### config.mk
export PLATFORM = sky130hd
export DESIGN_NAME = sa_ctrl_axil_slave_flat
export DESIGN_NICKNAME = d
export VERILOG_FILES = /design/src/rtl/sa_ctrl_axil_slave_if.sv /design/src/rtl/sa_ctrl_axil_slave.sv /design/src/flat_wrapper.sv
export SDC_FILE = /design/constraint.sdc
export NUM_CORES = 1
export LEC_CHECK = 0
export ABC_CLOCK_PERIOD_IN_PS = 4300
export BUFFER_PORTS_ARGS = -buffer_cell sky130_fd_sc_hd__buf_4
export CAP_MARGIN = 20
export CORE_ASPECT_RATIO = 0.6
export CORE_MARGIN = 1
export CORE_UTILIZATION = 55
export DETAILED_ROUTE_END_ITERATION = 8
export GPL_ROUTABILITY_DRIVEN = 1
export HOLD_SLACK_MARGIN = 0.12
export PLACE_DENSITY = 0.83
export SLEW_MARGIN = 5
export SYNTH_ARGS = -nofsm -noshare
export SYNTH_HDL_FRONTEND = slang
export SYNTH_SLANG_ARGS = --single-unit
### constraint.sdc
create_clock -name ACLK -period 4.3 [get_ports ACLK]
set_input_delay 1.075 -clock ACLK [delete_from_list [all_inputs] [get_ports ACLK]]
set_output_delay 1.075 -clock ACLK [all_outputs]
set_load 0.005 [all_outputs]
### src/rtl/sa_ctrl_axil_slave_if.sv
// AXI4-Lite bus bundle between the host-side master and the engine control slave.
// Signal names follow the AXI4-Lite channel naming used on the slave's ports.
interface sa_ctrl_axil_slave_if #(
  parameter int ADDR_WIDTH = 6,
  parameter int DATA_WIDTH = 32
);
  logic [ADDR_WIDTH-1:0]   S_AXI_AWADDR;
  logic [2:0]              S_AXI_AWPROT;
  logic                    S_AXI_AWVALID;
  logic                    S_AXI_AWREADY;

  logic [DATA_WIDTH-1:0]   S_AXI_WDATA;
  logic [DATA_WIDTH/8-1:0] S_AXI_WSTRB;
  logic                    S_AXI_WVALID;
  logic                    S_AXI_WREADY;

  logic [1:0]              S_AXI_BRESP;
  logic                    S_AXI_BVALID;
  logic                    S_AXI_BREADY;

  logic [ADDR_WIDTH-1:0]   S_AXI_ARADDR;
  logic [2:0]              S_AXI_ARPROT;
  logic                    S_AXI_ARVALID;
  logic                    S_AXI_ARREADY;

  logic [DATA_WIDTH-1:0]   S_AXI_RDATA;
  logic [1:0]              S_AXI_RRESP;
  logic                    S_AXI_RVALID;
  logic                    S_AXI_RREADY;

  modport master (
    output S_AXI_AWADDR, S_AXI_AWPROT, S_AXI_AWVALID,
    input  S_AXI_AWREADY,
    output S_AXI_WDATA, S_AXI_WSTRB, S_AXI_WVALID,
    input  S_AXI_WREADY,
    input  S_AXI_BRESP, S_AXI_BVALID,
    output S_AXI_BREADY,
    output S_AXI_ARADDR, S_AXI_ARPROT, S_AXI_ARVALID,
    input  S_AXI_ARREADY,
    input  S_AXI_RDATA, S_AXI_RRESP, S_AXI_RVALID,
    output S_AXI_RREADY
  );

  modport slave (
    input  S_AXI_AWADDR, S_AXI_AWPROT, S_AXI_AWVALID,
    output S_AXI_AWREADY,
    input  S_AXI_WDATA, S_AXI_WSTRB, S_AXI_WVALID,
    output S_AXI_WREADY,
    output S_AXI_BRESP, S_AXI_BVALID,
    input  S_AXI_BREADY,
    input  S_AXI_ARADDR, S_AXI_ARPROT, S_AXI_ARVALID,
    output S_AXI_ARREADY,
    output S_AXI_RDATA, S_AXI_RRESP, S_AXI_RVALID,
    input  S_AXI_RREADY
  );
endinterface

### src/rtl/sa_ctrl_axil_slave.sv
// AXI4-Lite control/status register block for the systolic-array engine:
// CONTROL (start), READ_BASE, WRITE_BASE and STATUS (done / busy / start error).
module sa_ctrl_axil_slave #(
  parameter int C_S_AXI_DATA_WIDTH = 32,
  parameter int C_S_AXI_ADDR_WIDTH = 6
) (
  input  logic                          ACLK,
  input  logic                          ARESETN,
  sa_ctrl_axil_slave_if.slave           axi,
  output logic                          start_o,
  output logic [C_S_AXI_DATA_WIDTH-1:0] read_base_o,
  output logic [C_S_AXI_DATA_WIDTH-1:0] write_base_o,
  input  logic                          busy_i,
  input  logic                          done_i
);

  localparam int DW = C_S_AXI_DATA_WIDTH;
  localparam int SW = C_S_AXI_DATA_WIDTH / 8;
  localparam int WW = C_S_AXI_ADDR_WIDTH - 2;
  localparam logic [1:0] RESP_OKAY   = 2'b00;
  localparam logic [1:0] RESP_SLVERR = 2'b10;
  localparam logic [WW-1:0] IDX_CONTROL    = WW'(0);
  localparam logic [WW-1:0] IDX_READ_BASE  = WW'(1);
  localparam logic [WW-1:0] IDX_WRITE_BASE = WW'(2);
  localparam logic [WW-1:0] IDX_STATUS     = WW'(3);

  logic          ready_en;
  logic          aw_held;
  logic [WW-1:0] aw_word;
  logic          w_held;
  logic [DW-1:0] w_data;
  logic [SW-1:0] w_strb;
  logic          bvalid;
  logic [1:0]    bresp;
  logic          rvalid;
  logic [1:0]    rresp;
  logic [DW-1:0] rdata;

  logic          ctrl_start;
  logic [DW-1:0] read_base;
  logic [DW-1:0] write_base;
  logic          st_done;
  logic          st_start_err;

  logic          aw_hs;
  logic          w_hs;
  logic          ar_hs;
  logic          do_write;
  logic [WW-1:0] wr_word;
  logic [DW-1:0] wr_data;
  logic [SW-1:0] wr_strb;
  logic          wr_mapped;
  logic          start_fire;
  logic          start_reject;
  logic          w1c_done;
  logic          w1c_err;
  logic [WW-1:0] rd_word;
  logic [DW-1:0] rd_value;
  logic          unused_ok;

  // Ready flags come up only after the first clock edge out of reset.
  assign axi.S_AXI_AWREADY = ready_en & ~aw_held & ~bvalid;
  assign axi.S_AXI_WREADY  = ready_en & ~w_held & ~bvalid;
  assign axi.S_AXI_ARREADY = ready_en & ~rvalid;
  assign axi.S_AXI_BVALID  = bvalid;
  assign axi.S_AXI_BRESP   = bresp;
  assign axi.S_AXI_RVALID  = rvalid;
  assign axi.S_AXI_RRESP   = rresp;
  assign axi.S_AXI_RDATA   = rdata;

  assign read_base_o  = read_base;
  assign write_base_o = write_base;

  assign aw_hs = axi.S_AXI_AWVALID & axi.S_AXI_AWREADY;
  assign w_hs  = axi.S_AXI_WVALID & axi.S_AXI_WREADY;
  assign ar_hs = axi.S_AXI_ARVALID & axi.S_AXI_ARREADY;

  // A write commits as soon as both halves are available, whether held or handshaking now.
  assign do_write  = (aw_held | aw_hs) & (w_held | w_hs) & ~bvalid;
  assign wr_word   = aw_held ? aw_word : axi.S_AXI_AWADDR[C_S_AXI_ADDR_WIDTH-1:2];
  assign wr_data   = w_held ? w_data : axi.S_AXI_WDATA;
  assign wr_strb   = w_held ? w_strb : axi.S_AXI_WSTRB;
  assign wr_mapped = (wr_word <= IDX_STATUS);

  assign start_fire   = do_write & (wr_word == IDX_CONTROL) & wr_strb[0] & wr_data[0] & ~busy_i;
  assign start_reject = do_write & (wr_word == IDX_CONTROL) & wr_strb[0] & wr_data[0] & busy_i;
  assign w1c_done     = do_write & (wr_word == IDX_STATUS) & wr_strb[0] & wr_data[0];
  assign w1c_err      = do_write & (wr_word == IDX_STATUS) & wr_strb[0] & wr_data[2];

  assign rd_word = axi.S_AXI_ARADDR[C_S_AXI_ADDR_WIDTH-1:2];

  assign unused_ok = ^{axi.S_AXI_AWPROT, axi.S_AXI_ARPROT,
                       axi.S_AXI_AWADDR[1:0], axi.S_AXI_ARADDR[1:0]};

  function automatic logic [DW-1:0] merge_lanes(input logic [DW-1:0] old_val,
                                                input logic [DW-1:0] new_val,
                                                input logic [SW-1:0] strb);
    logic [DW-1:0] result;
    result = old_val;
    for (int i = 0; i < SW; i++) begin
      if (strb[i]) result[8*i +: 8] = new_val[8*i +: 8];
    end
    return result;
  endfunction

  always_comb begin
    rd_value = '0;
    case (rd_word)
      IDX_CONTROL:    rd_value = DW'(ctrl_start);
      IDX_READ_BASE:  rd_value = read_base;
      IDX_WRITE_BASE: rd_value = write_base;
      IDX_STATUS:     rd_value = DW'({st_start_err, busy_i, st_done});
      default:        rd_value = '0;
    endcase
  end

  // Write channel: capture AW and W independently, then issue one response.
  always_ff @(posedge ACLK or negedge ARESETN) begin
    if (!ARESETN) begin
      ready_en <= 1'b0;
      aw_held  <= 1'b0;
      aw_word  <= '0;
      w_held   <= 1'b0;
      w_data   <= '0;
      w_strb   <= '0;
      bvalid   <= 1'b0;
      bresp    <= RESP_OKAY;
    end else begin
      ready_en <= 1'b1;
      if (do_write) begin
        aw_held <= 1'b0;
        w_held  <= 1'b0;
        bvalid  <= 1'b1;
        bresp   <= wr_mapped ? RESP_OKAY : RESP_SLVERR;
      end else begin
        if (aw_hs) begin
          aw_held <= 1'b1;
          aw_word <= axi.S_AXI_AWADDR[C_S_AXI_ADDR_WIDTH-1:2];
        end
        if (w_hs) begin
          w_held <= 1'b1;
          w_data <= axi.S_AXI_WDATA;
          w_strb <= axi.S_AXI_WSTRB;
        end
        if (bvalid && axi.S_AXI_BREADY) bvalid <= 1'b0;
      end
    end
  end

  // Register file; engine events (done_i, rejected start) win over W1C clears.
  always_ff @(posedge ACLK or negedge ARESETN) begin
    if (!ARESETN) begin
      start_o      <= 1'b0;
      ctrl_start   <= 1'b0;
      read_base    <= '0;
      write_base   <= '0;
      st_done      <= 1'b0;
      st_start_err <= 1'b0;
    end else begin
      start_o <= start_fire;
      if (do_write && wr_word == IDX_CONTROL && wr_strb[0]) ctrl_start <= wr_data[0];
      if (do_write && wr_word == IDX_READ_BASE)
        read_base <= merge_lanes(read_base, wr_data, wr_strb);
      if (do_write && wr_word == IDX_WRITE_BASE)
        write_base <= merge_lanes(write_base, wr_data, wr_strb);
      if (done_i)                    st_done <= 1'b1;
      else if (start_fire || w1c_done) st_done <= 1'b0;
      if (start_reject)              st_start_err <= 1'b1;
      else if (w1c_err)              st_start_err <= 1'b0;
    end
  end

  // Read channel samples registers before any same-cycle write lands.
  always_ff @(posedge ACLK or negedge ARESETN) begin
    if (!ARESETN) begin
      rvalid <= 1'b0;
      rresp  <= RESP_OKAY;
      rdata  <= '0;
    end else if (ar_hs) begin
      rvalid <= 1'b1;
      rresp  <= (rd_word <= IDX_STATUS) ? RESP_OKAY : RESP_SLVERR;
      rdata  <= rd_value;
    end else if (rvalid && axi.S_AXI_RREADY) begin
      rvalid <= 1'b0;
    end
  end

endmodule

### src/flat_wrapper.sv
// flat-port wrapper written by rule: the top's interface ports become plain ports
module sa_ctrl_axil_slave_flat 
#(
  parameter int C_S_AXI_DATA_WIDTH = 32,
  parameter int C_S_AXI_ADDR_WIDTH = 6
)
  (ACLK, ARESETN, start_o, read_base_o, write_base_o, busy_i, done_i, axi_S_AXI_AWADDR, axi_S_AXI_AWPROT, axi_S_AXI_AWVALID, axi_S_AXI_AWREADY, axi_S_AXI_WDATA, axi_S_AXI_WSTRB, axi_S_AXI_WVALID, axi_S_AXI_WREADY, axi_S_AXI_BRESP, axi_S_AXI_BVALID, axi_S_AXI_BREADY, axi_S_AXI_ARADDR, axi_S_AXI_ARPROT, axi_S_AXI_ARVALID, axi_S_AXI_ARREADY, axi_S_AXI_RDATA, axi_S_AXI_RRESP, axi_S_AXI_RVALID, axi_S_AXI_RREADY);
  sa_ctrl_axil_slave_if #(.ADDR_WIDTH(6), .DATA_WIDTH(32)) axi_i ();
  input  logic ACLK;
  input  logic ARESETN;
  output logic start_o;
  output logic [C_S_AXI_DATA_WIDTH-1:0] read_base_o;
  output logic [C_S_AXI_DATA_WIDTH-1:0] write_base_o;
  input  logic busy_i;
  input  logic done_i;
  input wire logic [$bits(axi_i.S_AXI_AWADDR)-1:0] axi_S_AXI_AWADDR;
  input wire logic [$bits(axi_i.S_AXI_AWPROT)-1:0] axi_S_AXI_AWPROT;
  input wire logic [$bits(axi_i.S_AXI_AWVALID)-1:0] axi_S_AXI_AWVALID;
  output wire logic [$bits(axi_i.S_AXI_AWREADY)-1:0] axi_S_AXI_AWREADY;
  input wire logic [$bits(axi_i.S_AXI_WDATA)-1:0] axi_S_AXI_WDATA;
  input wire logic [$bits(axi_i.S_AXI_WSTRB)-1:0] axi_S_AXI_WSTRB;
  input wire logic [$bits(axi_i.S_AXI_WVALID)-1:0] axi_S_AXI_WVALID;
  output wire logic [$bits(axi_i.S_AXI_WREADY)-1:0] axi_S_AXI_WREADY;
  output wire logic [$bits(axi_i.S_AXI_BRESP)-1:0] axi_S_AXI_BRESP;
  output wire logic [$bits(axi_i.S_AXI_BVALID)-1:0] axi_S_AXI_BVALID;
  input wire logic [$bits(axi_i.S_AXI_BREADY)-1:0] axi_S_AXI_BREADY;
  input wire logic [$bits(axi_i.S_AXI_ARADDR)-1:0] axi_S_AXI_ARADDR;
  input wire logic [$bits(axi_i.S_AXI_ARPROT)-1:0] axi_S_AXI_ARPROT;
  input wire logic [$bits(axi_i.S_AXI_ARVALID)-1:0] axi_S_AXI_ARVALID;
  output wire logic [$bits(axi_i.S_AXI_ARREADY)-1:0] axi_S_AXI_ARREADY;
  output wire logic [$bits(axi_i.S_AXI_RDATA)-1:0] axi_S_AXI_RDATA;
  output wire logic [$bits(axi_i.S_AXI_RRESP)-1:0] axi_S_AXI_RRESP;
  output wire logic [$bits(axi_i.S_AXI_RVALID)-1:0] axi_S_AXI_RVALID;
  input wire logic [$bits(axi_i.S_AXI_RREADY)-1:0] axi_S_AXI_RREADY;
  assign axi_i.S_AXI_AWADDR = axi_S_AXI_AWADDR;
  assign axi_i.S_AXI_AWPROT = axi_S_AXI_AWPROT;
  assign axi_i.S_AXI_AWVALID = axi_S_AXI_AWVALID;
  assign axi_S_AXI_AWREADY = axi_i.S_AXI_AWREADY;
  assign axi_i.S_AXI_WDATA = axi_S_AXI_WDATA;
  assign axi_i.S_AXI_WSTRB = axi_S_AXI_WSTRB;
  assign axi_i.S_AXI_WVALID = axi_S_AXI_WVALID;
  assign axi_S_AXI_WREADY = axi_i.S_AXI_WREADY;
  assign axi_S_AXI_BRESP = axi_i.S_AXI_BRESP;
  assign axi_S_AXI_BVALID = axi_i.S_AXI_BVALID;
  assign axi_i.S_AXI_BREADY = axi_S_AXI_BREADY;
  assign axi_i.S_AXI_ARADDR = axi_S_AXI_ARADDR;
  assign axi_i.S_AXI_ARPROT = axi_S_AXI_ARPROT;
  assign axi_i.S_AXI_ARVALID = axi_S_AXI_ARVALID;
  assign axi_S_AXI_ARREADY = axi_i.S_AXI_ARREADY;
  assign axi_S_AXI_RDATA = axi_i.S_AXI_RDATA;
  assign axi_S_AXI_RRESP = axi_i.S_AXI_RRESP;
  assign axi_S_AXI_RVALID = axi_i.S_AXI_RVALID;
  assign axi_i.S_AXI_RREADY = axi_S_AXI_RREADY;
  sa_ctrl_axil_slave #(.C_S_AXI_DATA_WIDTH(C_S_AXI_DATA_WIDTH), .C_S_AXI_ADDR_WIDTH(C_S_AXI_ADDR_WIDTH)) u_core (.ACLK(ACLK), .ARESETN(ARESETN), .axi(axi_i), .start_o(start_o), .read_base_o(read_base_o), .write_base_o(write_base_o), .busy_i(busy_i), .done_i(done_i));
endmodule
==> impl_metrics.json, run 1 <==
{
  "insertion_delay_ns": 0.42,
  "placed_cells": 784,
  "fp.dieH_um": 85.56,
  "power.leakage_nw": 3.981,
  "fin_setup_tns_ns": 0,
  "grt_max_degree": 82,
  "power_density_mw_per_mm2": 539.4,
  "hold_viol_final": 0,
  "portBuffers": 156,
  "worstPathMaxFanout": 27,
  "hold_depth": 2,
  "nets": 706,
  "hp-class": "reg -> reg",
  "clockRootBuffer": "clkbuf_16",
  "initial_core_util": 0.5664,
  "max_clock_freq_mhz": 371.8,
  "antenna_found_initial": 0,
  "yosysUniqueCellTypes": 34,
  "clockBufferDepth": 2,
  "synth_edf_count": 0,
  "gr-total-overflow": 0,
  "fin_worst_skew_ns": 0.009794,
  "ys_ff_latch": 147,
  "relSlewSlack": 0.3070,
  "drt-initial-drc-count": 293,
  "fin_crit_sh": 0.6255,
  "synth-main-ff-cell": "dfrtp_1",
  "num_vias": 4669,
  "pre_cts_ws_ns": 1.246,
  "core_mm2": 0.01130,
  "yosys.area.top_type": "dfrtp_1",
  "yosysSeqAreaShare": 0.5748,
  "worstMarginPinSlew_ns": 1.036,
  "layout-drive-gt1-share": 0.5351,
  "clk_pin_slew_ns": 0.06,
  "period_needed_ns": 2.690,
  "first_global_vias": 4910,
  "stdcell_count": 816,
  "wire_per_inst_um": 20.52,
  "clkSinkCount": 147,
  "hold_buffers": 0,
  "rows": 30,
  "antenna_left": 0,
  "start_kind": "register",
  "syn2layout_area_growth_pct": 30.11,
  "ir_drop_mv": 0.3657,
  "grt_pass1_wl_mm": 26.40,
  "worst_ep_required_time_ns": 4.59,
  "wirelength_mm": 16.75,
  "status": "complete, no violations",
  "globalplace.congestion": 0.8325,
  "drc": 0,
  "postCtsSetupBuffers": 0,
  "num_io_pins": 169,
  "drv_slew": 0,
  "synth_top_cell_area_share": 0.5748,
  "grt.total_usage": 0.2919,
  "fin_ws_ns": 1.610,
  "die_x_um": 141.3,
  "ys_warn_count": 0,
  "cts_buffers": 17,
  "dp_hpwl_mm": 11.19,
  "async_flop_share": 1.000,
  "arrival_ns": 2.98,
  "post_cts_resized": 0,
  "synth_area_mm2": 0.006400,
  "diodes": 0,
  "cap_violations": 0,
  "setup_viol": 0,
  "worstRegToRegCells": 5,
  "syn_avg_cell_area_um2": 13.28,
  "vias_per_cell": 5.722,
  "synthCells": 482,
  "dr.pass1.iters": 5,
  "rsz0062_at_grt": "no",
  "yosys-top-cells-area": "dfrtp_1, mux2_2, a22oi_1",
  "die_area_mm2": 0.01209,
  "htree_levels": 4,
  "cts_tree": "done",
  "worst_setup_path_end_kind": "register",
  "critPathKind": "reg -> reg"
}
-- cell families after synthesis --
family / share of synthesized area
mux: 0.2524
compound gates: 0.08837
simple gates: 0.06178
buf+inv: 0.02151
other cells: 0.001173
flops: 0.5748
-- synth_stat cells (4+ instances only) --
| cell type | number |
|---|---|
| o21ai_0 | 36 |
| nand2_1 | 39 |
| clkbuf_1 | 13 |
| mux2i_1 | 5 |
| dfrtp_1 | 147 |
| nand2_2 | 8 |
| nor2_1 | 7 |
| buf_2 | 4 |
| a21oi_1 | 10 |
| a22oi_1 | 31 |
| mux2_2 | 139 |
-- per-layer routing --
| metal | wire (µm) | global-route usage |
|---|---|---|
| met2 | 7796 | 0.4667 |
| met3 | 1409 | 0.08319 |
| met4 | 265 | 0.1077 |
| met5 | 0 | 0 |
| met1 | 7275 | 0.3837 |
-- sequential cells by signal, summed over array words and instances (netlist names) --
register / flops
u_core.aw_held: 1
u_core.aw_word: 4
u_core.axi.S_AXI_BRESP: 1
u_core.axi.S_AXI_BVALID: 1
u_core.axi.S_AXI_RDATA: 32
u_core.axi.S_AXI_RRESP: 1
u_core.axi.S_AXI_RVALID: 1
u_core.ctrl_start: 1
u_core.read_base_o: 32
u_core.ready_en: 1
u_core.st_done: 1
u_core.st_start_err: 1
u_core.start_o: 1
u_core.w_data: 32
u_core.w_held: 1
u_core.w_strb: 4
u_core.write_base_o: 32
-- final cells by class --
cell class                      count  area [µm²]
Clock buffer                       20       446.7
Clock inverter                     12       131.4
Fill cell                         777        2972
Inverter                            3       11.26
Multi-Input combinational cell    310        2603
Sequential cell                   147        3680
Tap cell                          160       200.2
Timing Repair Buffer              164        1255
-- path summary, 6_finish.rpt --
kind	slack, ns	endpoint	from
setup / recovery	1.61	u_core.read_base_o[28]$_DFFE_PN0P_	u_core.w_held$_DFFE_PN0P_
hold / removal	0.48	u_core.axi.S_AXI_RDATA[7]$_DFFE_PN0P_	u_core.axi.S_AXI_RDATA[7]$_DFFE_PN0P_
setup reg to reg	1.61	u_core.read_base_o[28]$_DFFE_PN0P_	u_core.w_held$_DFFE_PN0P_
hold reg to reg	0.48	u_core.axi.S_AXI_RDATA[7]$_DFFE_PN0P_	u_core.axi.S_AXI_RDATA[7]$_DFFE_PN0P_
max in group asynchronous	2.76	u_core.axi.S_AXI_RDATA[19]$_DFFE_PN0P_	ARESETN
min in group asynchronous	0.65	u_core.w_held$_DFFE_PN0P_	ARESETN
-- stage by stage --
stage	hold WS (ns)	area (µm²)	power (mW)	util
floorplan	0.4506	6404	2.564	-
global placement	0.4626	7734	2.959	0.6845
detailed placement	0.4723	7749	3.043	0.6858
CTS	0.4853	8327	4.505	0.7370
global route	0.5042	8327	4.690	0.7370
finish	0.4795	8327	4.491	0.7370
-- power breakdown --
group	total, mW	switching [mW]	internal (mW)
clock	1.44	0.573	0.870
sequential	2.00	0.274	1.73
combinational	1.05	0.430	0.617
-- critical path, cell delays in order (launching register included) --
cell and delay, ns:
dfrtp_2 0.62, buf_4 0.47, a21oi_1 0.25, a2111oi_4 0.53
nand2_2 0.29, mux2_2 0.38
-- cells in the final DEF (no fill, tap or decap), types with 2 or more instances in the layout --
master / Yosys / final
nand2_1: 39 / 38
or3_1: 3 / 3
mux2i_1: 5 / 5
nor3_1: 2 / 2
buf_4: 3 / 161
o21ai_0: 36 / 36
inv_1: 3 / 3
nor2_1: 7 / 7
clkbuf_1: 13 / 2
nor2b_1: 2 / 2
nand2_2: 8 / 9
nand3_1: 2 / 2
a21oi_1: 10 / 10
nor4b_2: 0 / 2
inv_6: 0 / 2
clkinv_2: 0 / 3
bufinv_16: 0 / 2
clkbuf_16: 0 / 17
clkinvlp_4: 0 / 4
nand3b_1: 3 / 3
mux2_2: 139 / 139
nor3b_1: 2 / 2
a22o_1: 2 / 2
a2111oi_4: 2 / 2
or3b_2: 3 / 3
conb_1: 2 / 3
a22oi_1: 31 / 31
dfrtp_1: 147 / 146
(Power assumes the default switching activity.)
==> run 2, diff against run 1 <==
ABC_AREA = 1   (was default)
ABC_CLOCK_PERIOD_IN_PS = 2220   (was 4300)
CORE_UTILIZATION = 48   (was 55)
PLACE_DENSITY = 0.76   (was 0.83)
clock period = 2.22 ns   (was 4.3 ns; I/O delays follow)
==> impl_metrics.json, run 2 <==
{
  "status": "complete, no violations",
  "critPathKind": "reg -> reg",
  "layout.cells.most_common_list": "nand2_1, buf_4, dfrtp_1",
  "cap_violations": 0,
  "pre_cts_ws_ns": 0.2441,
  "synthCells": 767,
  "core_mm2": 0.01367,
  "grt_pass1_wl_mm": 27.74,
  "layout_commonest_cell": "nand2_1",
  "worstMarginPinSlew_ns": 0.5879,
  "clockBufferDepth": 2,
  "rows": 33,
  "syn_avg_cell_area_um2": 8.783,
  "synth_edf_count": 0,
  "relSlewSlack": 0.6081,
  "fin_setup_tns_ns": 0,
  "synth_area_mm2": 0.006736,
  "initial_core_util": 0.4929,
  "worstPathMaxFanout": 16,
  "synth_commonest_cells": "nand2_1, dfrtp_1, inv_1, o21ai_1, o21ai_0",
  "cts_buffers": 17,
  "ir_drop_mv": 0.6133,
  "synth_top_cell_area_share": 0.5461,
  "syn2layout_area_growth_pct": 30.00,
  "fin_worst_skew_ns": 0.008845,
  "whs_ns": 0.1173,
  "worst_ep_required_time_ns": 2.51,
  "fill_cells": 1126,
  "drc": 0,
  "period_needed_ns": 1.853,
  "dp_hpwl_mm": 12.02,
  "grt.total_usage": 0.2530,
  "insertion_delay_ns": 0.42,
  "layout-drive-gt1-share": 0.2751,
  "cts_tree": "done",
  "start_kind": "register",
  "ys_ff_latch": 147,
  "portBuffers": 156,
  "total_power_mw": 10.43,
  "antenna_found_initial": 0,
  "die_area_mm2": 0.01453,
  "rsz0062_at_grt": "no",
  "num_vias": 5628,
  "yosysSeqAreaShare": 0.5461,
  "synth-main-ff-cell": "dfrtp_1",
  "wirelength_mm": 17.42,
  "htree_levels": 4,
  "fin_crit_sh": 0.8347,
  "fin_ws_ns": 0.3670,
  "first_global_vias": 5370,
  "globalplace.congestion": 0.8143,
  "num_io_pins": 169,
  "vias_per_cell": 4.981,
  "worst_setup_path_end_kind": "register",
  "dr.pass1.iters": 5,
  "hp-class": "in -> async",
  "postCtsSetupBuffers": 0,
  "hold_buffers": 0,
  "async_flop_share": 1.000,
  "power.leakage_nw": 4.402,
  "hold_viol_final": 0,
  "arrival_ns": 2.15,
  "gr-total-overflow": 0,
  "drt-initial-drc-count": 383,
  "clkSinkCount": 147,
  "ys_warn_count": 0,
  "drv_slew": 0,
  "yosysMostFrequentCell": "nand2_1",
  "clk_pin_slew_ns": 0.06,
  "setup_viol": 0,
  "die_x_um": 154.9,
  "yosys-top-cells-area": "dfrtp_1, nand2_1, inv_1",
  "post_cts_resized": 0,
  "clockRootBuffer": "clkbuf_16",
  "antenna_left": 0,
  "yosysUniqueCellTypes": 31,
  "yosys.area.top_type": "dfrtp_1",
  "power_density_mw_per_mm2": 1191,
  "wire_per_inst_um": 15.42,
  "nets": 988,
  "fp.dieH_um": 93.77,
  "diodes": 0,
  "grt_max_degree": 60,
  "max_clock_freq_mhz": 539.7
}
==> run 2: cell count changes after synthesis, sizes merged, moves of 13 or more <==
cell / before / now
nand2: 47 / 244
mux2: 139 / 0
inv: 3 / 102
o21ai: 36 / 115
a22oi: 31 / 0
o22ai: 0 / 31
nor2: 7 / 30
mux2i: 5 / 22
buf: 9 / 22
nand3: 2 / 15
==> run 2: critical path, cell delays in order (launching register included) <==
cell and delay [ns]:
dfrtp_1 0.39, inv_2 0.09, nand2_1 0.12, o21bai_2 0.17, nand2_2 0.12, nor2_8 0.22, nand3_2 0.35, nand2_1 0.18
o21ai_1 0.08
==> run 2: path summary, 6_finish.rpt <==
path | depth (start not counted) | startpoint | slack, ns | end
worst max-delay path | 8 | u_core.axi.S_AXI_BVALID$_DFFE_PN0P_ | 0.37 | u_core.read_base_o[18]$_DFFE_PN0P_
worst min-delay path | 1 | ARESETN | 0.12 | u_core.read_base_o[6]$_DFFE_PN0P_
worst max register to register | 8 | u_core.axi.S_AXI_BVALID$_DFFE_PN0P_ | 0.37 | u_core.read_base_o[18]$_DFFE_PN0P_
worst min register to register | 2 | u_core.axi.S_AXI_RDATA[14]$_DFFE_PN0P_ | 0.48 | u_core.axi.S_AXI_RDATA[14]$_DFFE_PN0P_
max in group asynchronous | 2 | ARESETN | 1.46 | u_core.w_held$_DFFE_PN0P_
min in group ACLK | 2 | axi_S_AXI_BREADY | 0.31 | u_core.axi.S_AXI_BVALID$_DFFE_PN0P_
==> run 2: per-stage QoR <==
step,instance area (µm²),util,std cells
global route,8757,0.6408,1130
detailed placement,8130,0.5949,1098
global placement,8130,0.5949,1098
finish,8757,0.6408,1130
floorplan,6740,-,768
CTS,8757,0.6408,1130
==> run 2: layout make-up <==
type | instances | area, µm² | share of cell area
Clock buffer | 19 | 452.9 | 0.05172
Clock inverter | 13 | 173.9 | 0.01986
Inverter | 103 | 386.6 | 0.04415
Multi-Input combinational cell | 480 | 2461 | 0.2810
Sequential cell | 147 | 3680 | 0.4202
Tap cell | 192 | 240.2 | 0.02743
Timing Repair Buffer | 176 | 1363 | 0.1556
==> run 2: power breakdown <==
part | switching (mW) | leakage (nW) | internal [mW]
clock network | 1.17 | 0.297 | 1.85
logic | 1.81 | 2.23 | 1.46
registers | 0.632 | 1.87 | 3.51
total | 3.61 | 4.40 | 6.82
==> run 2: kinds of logic after synthesis <==
kind of cell,Yosys count,share of synthesized area
simple gates,293,0.1891
buf+inv,141,0.08990
compound gates,162,0.1412
flops,147,0.5461
mux,22,0.03269
other cells,2,0.001115
==> run 2: routing by layer <==
| layer | vias up | part of all wire | wire length (µm) | GRT usage |
|---|---|---|---|---|
| li1 | 2764 | - | - | - |
| met1 | 2666 | 0.50 | 8641 | 0.3719 |
| met2 | 186 | 0.42 | 7391 | 0.3686 |
| met3 | 12 | 0.072 | 1253 | 0.06642 |
| met4 | 0 | 0.0077 | 134 | 0.06601 |
| met5 | - | 0 | 0 | 0 |
